`src/rtl/student_coeff_tl_writer.sv`:
```
// TL-UL host that streams FIR coefficients into a coefficient RAM: one PutFullData
// per coefficient at consecutive word addresses, one transaction outstanding at a time.
package tlul_pkg;
  typedef enum logic [2:0] {
    PutFullData    = 3'h0,
    PutPartialData = 3'h1,
    Get            = 3'h4
  } tl_a_op_e;

  typedef enum logic [2:0] {
    AccessAck     = 3'h0,
    AccessAckData = 3'h1
  } tl_d_op_e;

  typedef struct packed {
    logic [4:0] rsvd;
    logic [3:0] instr_type;
    logic [6:0] cmd_intg;
    logic [6:0] data_intg;
  } tl_a_user_t;

  parameter tl_a_user_t TL_A_USER_DEFAULT = '0;

  typedef struct packed {
    logic        a_valid;
    tl_a_op_e    a_opcode;
    logic [2:0]  a_param;
    logic [1:0]  a_size;
    logic [7:0]  a_source;
    logic [31:0] a_address;
    logic [3:0]  a_mask;
    logic [31:0] a_data;
    tl_a_user_t  a_user;
    logic        d_ready;
  } tl_h2d_t;

  typedef struct packed {
    logic        d_valid;
    tl_d_op_e    d_opcode;
    logic [2:0]  d_param;
    logic [1:0]  d_size;
    logic [7:0]  d_source;
    logic        d_sink;
    logic [31:0] d_data;
    logic [6:0]  d_user;
    logic        d_error;
    logic        a_ready;
  } tl_d2h_t;
endpackage

module student_coeff_tl_writer
  import tlul_pkg::*;
#(
  parameter int unsigned AddrWidth     = 10,
  parameter int unsigned CoeffDataSize = 16,
  parameter logic [31:0] BaseAddr      = 32'h0000_0000,
  parameter logic [7:0]  SourceId      = 8'h00
) (
  input  logic                     clk_i,
  input  logic                     rst_ni,
  input  logic                     start_i,
  input  logic [AddrWidth:0]       num_i,
  input  logic                     coeff_valid_i,
  input  logic [CoeffDataSize-1:0] coeff_data_i,
  output logic                     coeff_ready_o,
  output logic                     busy_o,
  output logic                     done_o,
  output logic                     err_o,
  output tl_h2d_t                  tl_o,
  input  tl_d2h_t                  tl_i
);

  // Handshakes: a transfer happens on a clock edge where valid and ready are both high;
  // valid never depends on ready, and payload holds steady while valid waits for ready.
  typedef enum logic [2:0] {
    StIdle,
    StFetch,
    StReq,
    StResp,
    StFin
  } state_e;

  localparam logic [AddrWidth:0] One = 1;

  state_e                   state_q, state_d;
  logic [AddrWidth:0]       count_q, count_d;
  logic [AddrWidth:0]       index_q, index_d;
  logic [CoeffDataSize-1:0] coeff_q, coeff_d;
  logic                     err_q, err_d;
  logic [31:0]              index_ext;

  always_ff @(posedge clk_i or negedge rst_ni) begin
    if (!rst_ni) begin
      state_q <= StIdle;
      count_q <= '0;
      index_q <= '0;
      coeff_q <= '0;
      err_q   <= 1'b0;
    end else begin
      state_q <= state_d;
      count_q <= count_d;
      index_q <= index_d;
      coeff_q <= coeff_d;
      err_q   <= err_d;
    end
  end

  always_comb begin
    state_d = state_q;
    count_d = count_q;
    index_d = index_q;
    coeff_d = coeff_q;
    err_d   = err_q;
    unique case (state_q)
      StIdle: begin
        if (start_i) begin
          count_d = num_i;
          index_d = '0;
          err_d   = 1'b0;
          state_d = (num_i == '0) ? StFin : StFetch;
        end
      end
      StFetch: begin
        if (coeff_valid_i) begin
          coeff_d = coeff_data_i;
          state_d = StReq;
        end
      end
      StReq: begin
        if (tl_i.a_ready) state_d = StResp;
      end
      StResp: begin
        // A failed write is recorded but the sequence keeps going to the last index.
        if (tl_i.d_valid) begin
          if (tl_i.d_error || (tl_i.d_opcode != AccessAck)) err_d = 1'b1;
          index_d = index_q + One;
          state_d = ((index_q + One) == count_q) ? StFin : StFetch;
        end
      end
      StFin:   state_d = StIdle;
      default: state_d = StIdle;
    endcase
  end

  assign index_ext = 32'(index_q[AddrWidth-1:0]);

  always_comb begin
    tl_o           = '0;
    tl_o.a_valid   = (state_q == StReq);
    tl_o.a_opcode  = PutFullData;
    tl_o.a_param   = 3'h0;
    tl_o.a_size    = 2'd2;
    tl_o.a_source  = SourceId;
    tl_o.a_address = BaseAddr + (index_ext << 2);
    tl_o.a_mask    = 4'hF;
    tl_o.a_data    = 32'(coeff_q);
    tl_o.a_user    = TL_A_USER_DEFAULT;
    tl_o.d_ready   = (state_q == StResp);
  end

  assign coeff_ready_o = (state_q == StFetch);
  assign busy_o        = (state_q == StFetch) || (state_q == StReq) || (state_q == StResp);
  assign done_o        = (state_q == StFin);
  assign err_o         = err_q;

  logic unused_tl;
  assign unused_tl = ^{tl_i.d_param, tl_i.d_size, tl_i.d_source, tl_i.d_sink,
                       tl_i.d_data, tl_i.d_user, index_q[AddrWidth]};

endmodule
```
`config.mk`:
```
export PLATFORM = sky130hd
export DESIGN_NAME = student_coeff_tl_writer
export DESIGN_NICKNAME = d
export VERILOG_FILES = /design/src/rtl/student_coeff_tl_writer.sv
export SDC_FILE = /design/constraint.sdc
export NUM_CORES = 1
export LEC_CHECK = 0
export BUFFER_PORTS_ARGS = -buffer_cell sky130_fd_sc_hd__clkbuf_2
export CORE_AREA = 2 2 67 117
export CTS_BUF_LIST = sky130_fd_sc_hd__clkbuf_16
export DETAILED_ROUTE_END_ITERATION = 8
export DIE_AREA = 0 0 69 119
export HOLD_SLACK_MARGIN = 0.15
export PLACE_DENSITY = 0.78
export SYNTH_ARGS = -nofsm -noshare
export SYNTH_HDL_FRONTEND = slang
export SYNTH_SLANG_ARGS = --single-unit
```
`constraint.sdc`:
```
create_clock -name clk_i -period 3.4 [get_ports clk_i]
set_input_delay 0.51 -clock clk_i [delete_from_list [all_inputs] [get_ports clk_i]]
set_output_delay 0.51 -clock clk_i [all_outputs]
set_load 0.005 [all_outputs]
```
==> results of run 1 <==
## how the worst max path moves through the flow
stage                     from          to  depth (start not counted)
finish              index_q[0]  state_q[2]                          7
global placement    index_q[0]  state_q[2]                          7
global route        index_q[0]  state_q[2]                          7
CTS                 index_q[0]  state_q[2]                          7
floorplan           index_q[0]  state_q[2]                          9
detailed placement  index_q[0]  state_q[2]                          7
## logic make-up (layout without fill, tap and decap cells)
family	Yosys count	in the layout
buffers and inverters	112	81
AND/OR/NAND/NOR	57	57
AO/OA/AOI/OAI	48	48
flip-flops	42	42
multiplexers	28	28
XOR/XNOR	11	11
other	2	81
adder cells (fa/ha/maj)	1	1
## layer usage
layer,part of all wire,vias up,wire (microns)
met5,0,-,0
li1,-,958,-
met1,0.34,955,1930
met2,0.53,146,2995
met4,0.033,0,189
met3,0.096,17,544
## synthesized netlist by cell type (2+ instances only)
master and number:
buf_4 92, dfrtp_1 42, mux2_2 19, o21ai_0 19, clkbuf_1 10, a21oi_1 9
mux2_1 8, nor2_1 8, xnor2_1 8, nand2_1 7, and2_1 6, nand3_1 6
nand4_1 5, and3_1 4, inv_1 4, o31ai_1 4, buf_2 3, buf_6 3
nand3b_1 3, nor3_1 3, nor4_1 3, o22ai_1 3, xor2_1 3, a31oi_1 2
and4_1 2, conb_1 2, nand2b_1 2, nor3b_1 2
## sequential cells by signal (all words and copies together) (netlist names)
name	cells
coeff_q	16
count_q	11
err_o	1
index_q	11
state_q	3
## cell type report
type	instances	area, sq um	share of cell area
Clock inverter	3	63.81	0.02066
Multi-Input combinational cell	226	1376	0.4455
Timing Repair Buffer	69	347.8	0.1126
Sequential cell	42	1051	0.3402
Inverter	4	15.01	0.004860
Clock buffer	5	125.1	0.04050
Tap cell	88	110.1	0.03564
## worst reg2reg max path, stage by stage (launching register included)
cell,delay [ns]
dfrtp_1,0.46
ha_1,0.36
and4_1,0.38
nand3_1,0.17
xnor2_1,0.16
nand4bb_1,0.21
or4_1,0.53
a2111oi_2,0.36
## power breakdown
part / internal, W / leakage (nW) / switching, W
Combinational: 0.000423 / 0.911 / 0.000369
Sequential: 0.000697 / 0.519 / 0.000164
Clock: 0.000418 / 0.0915 / 0.000193
## metrics by stage
step	area [sq um]	util	worst slack [ns]
6_report	3089	0.4199	0.6662
4_1_cts	3089	0.4199	0.6748
5_1_grt	3089	0.4199	0.5332
3_5_place_dp	2900	0.3942	0.7086
3_3_place_gp	2900	0.3942	0.7227
2_1_floorplan	3213	-	0.9427
==> reports/qor.csv, run 1 <==
metric,value,unit
dr_total_vias,2076,
power_density,732.7,mW/mm^2
total_clock_buffers_created_by_cts,5,
ios,203,
synth_cell_type_count,47,
synth_largest_type_area_fraction,0.3604,
root_buffer,clkbuf_16,
placement.io_buffers,68,
critical_path.cell_chain,"ha_1, and4_1, nand3_1, xnor2_1, nand4bb_1, or4_1, a2111oi_2",
post_synth_edffs,0,
synth-seq-cells,42,
grt_use_met3,0.03638,
cpLargestDelayFamily,simple AND/OR/NAND/NOR gates,
post_synth_instance_area,0.002917,sq mm
worst_setup_path_start_kind,flop,
finalPower,0.002263,W
final_net_count,439,
antenna_found_initial,0,
synthTopCellsByArea,"dfrtp_1 36%, buf_4 24%, mux2_2 7.3%, o21ai_0 3.3%, mux2_1 3.1%",
routed_wirelength_normalized_by_instance_count,12.95,microns
relSlewSlack,0.3066,
via_count_of_the_first_global_routing_pass,1892,
fraction_of_final_layout_cells_with_drive_strength_greater_than_1,0.2894,
fp.coreArea,0.007357,sq mm
slew_violations,0,
synth_mux_area_frac,0.1077,
synth_cells,301,
instances_no_fill,437,
cp.required,3.58,ns
ys_seq_area_frac,0.3604,
cts.reportedPaths.clkPinSlew,0.06,ns
final_common_cell,conb_1,
grtUsageMet1,0.1359,
cts_hold_repair.buffers,0,
std_cell_rows,42,
drt-vias-per-instance,4.751,
area.growth.synth_to_final,5.920,%
cts_repair_resize_count,0,
insertion_delay,0.29,ns
unrepaired_setup_endpoints_after_global_routing,no,
drt-pass1-iter-count,4,
pin_slew_with_the_least_headroom_to_its_limit,1.040,ns
setup_viol,0,
yosysWarningCount,0,
vdd.ir_drop.worst,0.0004279,V
diodes,0,
cts_tree,done,
yosysTopAreaCell,dfrtp_1,
worst-path-buf-inv,0,
finalWirelength,5660,microns
timing.rr.start,index_q[0],
grtUsageMet2,0.2578,
grt_max_degree,43,
timing_worst_setup_path_type,flop to flop,
whs,0.3946,ns
drc,0,
fp.dieW,69,microns
drt.antenna.violating_nets,0,
timing.reg2reg.setup_slack,0.67,ns
run_status,"complete, no violations",
finalWeightedCongestion,0.8514,
synth_fa_ha_area_frac,0.004290,
tritoncts_num_sinks,42,
ff2ff_path_depth,7,
fmax,365.8,MHz
initial_core_utilization,0.3964,
cp_slowest_stage_delay,0.53,ns
critical_path_peak_fanout,7,
leakage_power_figure,1.522,nW
synthFlopType,dfrtp_1,
yosys.area_share.simple,0.1150,
post-route-min-period,2.734,ns
final.fill_count,732,
numPlacedInstances,429,
total_global_routing_track_utilization,0.1376,
globalRoute.totalOverflow,0,
class_of_the_tightest_hold_or_removal_check,input port to asynchronous set/reset pin,
htreeDepth,2,
cts-root-to-sink-buffers,2,
synth_top_family_by_area,buffers and inverters,
worstSetupEndpointType,flop,
async_flop_share,1.000,
worstReg2RegEnd,state_q[2],
complex_gate_fraction_of_the_synthesized_area,0.1055,
fin_worst_skew,0.005761,ns
cts.repair_timing.setup_buffer_count,0,
detail_route.iter0.violations,52,
die_area,0.008211,sq mm
top_usage_layer,met2,
final_cell_mix,"81 x conb_1, 68 x clkbuf_2, 42 x dfrtp_1",
hold_violation_total_from_the_final_report,0,
setup_tns,0,ns
yosys.area_share.xor_xnor,0.03303,
grt_pass1_wl,9128,microns
max_cap_viol_count,0,
detailedPlacementHpwl,4401,microns
worst-endpoint-arrival,2.91,ns
dieHeight,119,microns
avgSynthCellArea,9.690,sq um
min_period_over_period,0.8040,
critical-path-slowest-cell,or4_1,
Note: power is estimated with default switching activity, not from simulation.
==> inputs of run 2 (changes only) <==
- ABC_AREA: not set -> 1
- CORE_AREA: 2 2 67 117 -> 2 2 67 116
- DIE_AREA: 0 0 69 119 -> 0 0 69 118
- clock period: 3.4 -> 2.7 ns (I/O delays scaled with it)
==> run 2 against run 1 <==
Against the previous run:
- via count grew 8.6%
- sequential power grew 20%
- clock power grew 12%
- sequential cell count is the same
- largest cell class unchanged
- critical path depth grew 7
- setup slack gained 0.045 ns
- routed wire length grew 3.3%
- synthesized cell count grew 17%
==> reports/qor.csv, run 2 <==
metric,value,unit
share_of_total_power_consumed_by_net_switching,0.3595,
grt_pass1_wl,9466,microns
area.growth.synth_to_final,7.267,%
detail_route.iter0.violations,45,
routed_wirelength_normalized_by_instance_count,11.77,microns
critical_path.most_common_cell,nand2_1,
final_cell_mix,"81 x conb_1, 69 x nand2_1, 68 x clkbuf_2",
total_global_routing_track_utilization,0.1443,
vdd.ir_drop.worst,0.0005790,V
largest-register,coeff_q,
setup_tns,0,ns
cts-root-to-sink-buffers,2,
relSlewSlack,0.2875,
layout_setup_ws,0.7117,ns
critical-path-slowest-cell,dfrtp_1,
total_clock_buffers_created_by_cts,5,
final_area,0.003084,sq mm
htreeDepth,2,
power_density,891.8,mW/mm^2
worst-endpoint-arrival,2.17,ns
synth_cells,351,
critical_path.cell_chain,"ha_1, nand2_2, nor2_4, nand2_2, nand2_1, nand2_1, nand2_1, nand3_2, nor2_2, nand3_1, nand2_1, nand2_1, nand2_1, nand2_1",
tritoncts_num_sinks,42,
finalWeightedCongestion,0.8738,
cts_repair_resize_count,0,
cellInternalPower,0.001762,W
post-synth-top-count-cell,buf_4,
initial_core_utilization,0.4003,
worstSetupEndpointType,flop,
p_switching,0.0009888,W
cpLargestDelayFamily,simple AND/OR/NAND/NOR gates,
synth.top_cells.by_count,"92 x buf_4, 69 x nand2_1, 42 x dfrtp_1",
final_net_count,501,
ys_seq_area_frac,0.3655,
fraction_of_final_layout_cells_with_drive_strength_greater_than_1,0.2822,
p_seq_frac,0.375,
fp.dieW,69,microns
via_count_of_the_first_global_routing_pass,2093,
fmax,502.9,MHz
globalRoute.totalOverflow,0,
run_status,"complete, no violations",
pin_slew_with_the_least_headroom_to_its_limit,1.069,ns
class_of_the_tightest_hold_or_removal_check,input port to asynchronous set/reset pin,
drt-vias-per-instance,4.535,
hold_violation_total_from_the_final_report,0,
worst_setup_path_start_kind,flop,
synth_cell_type_count,30,
max_cap_viol_count,0,
min_period_over_period,0.7364,
critical_path_peak_fanout,8,
cts.repair_timing.setup_buffer_count,0,
leakage_power_figure,1.683,nW
unrepaired_setup_endpoints_after_global_routing,no,
worst-path-buf-inv,0,
synthFlopType,dfrtp_1,
dieHeight,118,microns
synth-seq-cells,42,
post-route-min-period,1.988,ns
avgSynthCellArea,8.192,sq um
cp.required,2.88,ns
post_synth_edffs,0,
synth_largest_type_area_fraction,0.3655,
async_flop_share,1.000,
antenna_found_initial,0,
ff2ff_path_depth,14,
root_buffer,clkbuf_16,
placed_area,0.002919,sq mm
post_synth_instance_area,0.002875,sq mm
cts_tree,done,
power.clock.fraction,0.249,
grt_max_degree,43,
timing.reg2reg.setup_slack,0.71,ns
critical_path_depth,14,
drc,0,
diodes,0,
detailedPlacementHpwl,4621,microns
largestRegisters,"coeff_q (16), count_q (11), index_q (11)",
finalWirelength,5849,microns
die_area,0.008142,sq mm
fin_worst_skew,0.007859,ns
finalPower,0.002750,W
drt-pass1-iter-count,4,
std_cell_rows,41,
ios,203,
post_placement_worst_setup_slack,0.7521,ns
cts_hold_repair.buffers,0,
setup_viol,0,
drt.antenna.violating_nets,0,
part_of_the_power_in_combinational_logic,0.377,
dr_total_vias,2254,
yosysTopAreaCell,dfrtp_1,
whs,0.3019,ns
synthTopCellsByArea,"dfrtp_1 37%, buf_4 24%, nand2_1 9.0%, mux2_2 6.3%, inv_1 4.3%",
largest_reg_flops,16,
timing_worst_setup_path_type,flop to flop,
cp_slowest_stage_delay,0.50,ns
fp.coreArea,0.007182,sq mm
placement.io_buffers,68,
insertion_delay,0.29,ns
final_common_cell,conb_1,
cts.reportedPaths.clkPinSlew,0.06,ns
slew_violations,0,
yosysWarningCount,0,
[run 2: cell count changes in the layout (fill, tap and decap cells not counted), moves of 7 or more]
cell / delta
xnor2_1: -7
mux2_1: -8
nand2_2: +9
nand2_1: +62
o21ai_0: -8
nand3_1: +9
inv_1: +29
[run 2: cell type report]
class	count	area, sq um
Fill cell	712	4098
Tap cell	86	107.6
Inverter	35	131.4
Sequential cell	42	1051
Multi-Input combinational cell	257	1281
Clock buffer	5	125.1
Clock inverter	3	40.04
Timing Repair Buffer	69	347.8
[run 2: path summary, 6_finish.rpt]
check	startpoint	end
max reg2reg	index_q[0]	state_q[0]
min reg2reg	err_o	err_o
max	index_q[0]	state_q[0]
max in group asynchronous	rst_ni	count_q[8]
min	rst_ni	coeff_q[14]
min in group clk_i	num_i[6]	count_q[6]
[run 2: power groups by stage]
| stage | sequential (W) | clock (W) | combinational, W |
|---|---|---|---|
| 2_1_floorplan | 0.00102 | 0 | 0.000783 |
| 3_3_place_gp | 0.00102 | 0 | 0.00101 |
| 3_5_place_dp | 0.00104 | 0 | 0.00104 |
| 4_1_cts | 0.00103 | 0.000701 | 0.00105 |
| 5_1_grt | 0.00107 | 0.000722 | 0.00118 |
| 6_report | 0.00103 | 0.000684 | 0.00104 |
[run 2: cells by family (layout without fill, tap and decap cells)]
kind of cell | count (synthesis) | count (layout) | share of synthesized area
DFF | 42 | 42 | 0.3655
buffers and inverters | 131 | 112 | 0.2920
other | 2 | 81 | 0.002612
and+or+nand+nor | 130 | 130 | 0.2145
xor gates and xnor gates | 1 | 1 | 0.003047
adders and majority gates | 1 | 1 | 0.004351
AOI/OAI and AO/OA | 28 | 28 | 0.05526
muxes | 16 | 16 | 0.06266
[run 2: per-stage QoR]
step | util | instances
final | 0.4294 | 497
after CTS | 0.4294 | 497
after global placement | 0.4064 | 489
after detailed placement | 0.4064 | 489
after global routing | 0.4294 | 497
after floorplan | - | 430
[run 2: metal layers]
layer | up-vias | share of wire | GRT usage
met3 | 15 | 0.080 | 0.02483
li1 | 1066 | - | -
met1 | 1026 | 0.37 | 0.1598
met4 | 0 | 0.036 | 0.08211
met2 | 147 | 0.52 | 0.2548
met5 | - | 0 | 0
[run 2: worst register-to-register path: cells and delay by family, from the launching register on]
kind                     cells  cell delay (ns)
adder cells (fa/ha/maj)      1             0.26
AND/OR/NAND/NOR             13             1.12
flip-flops                   1             0.50
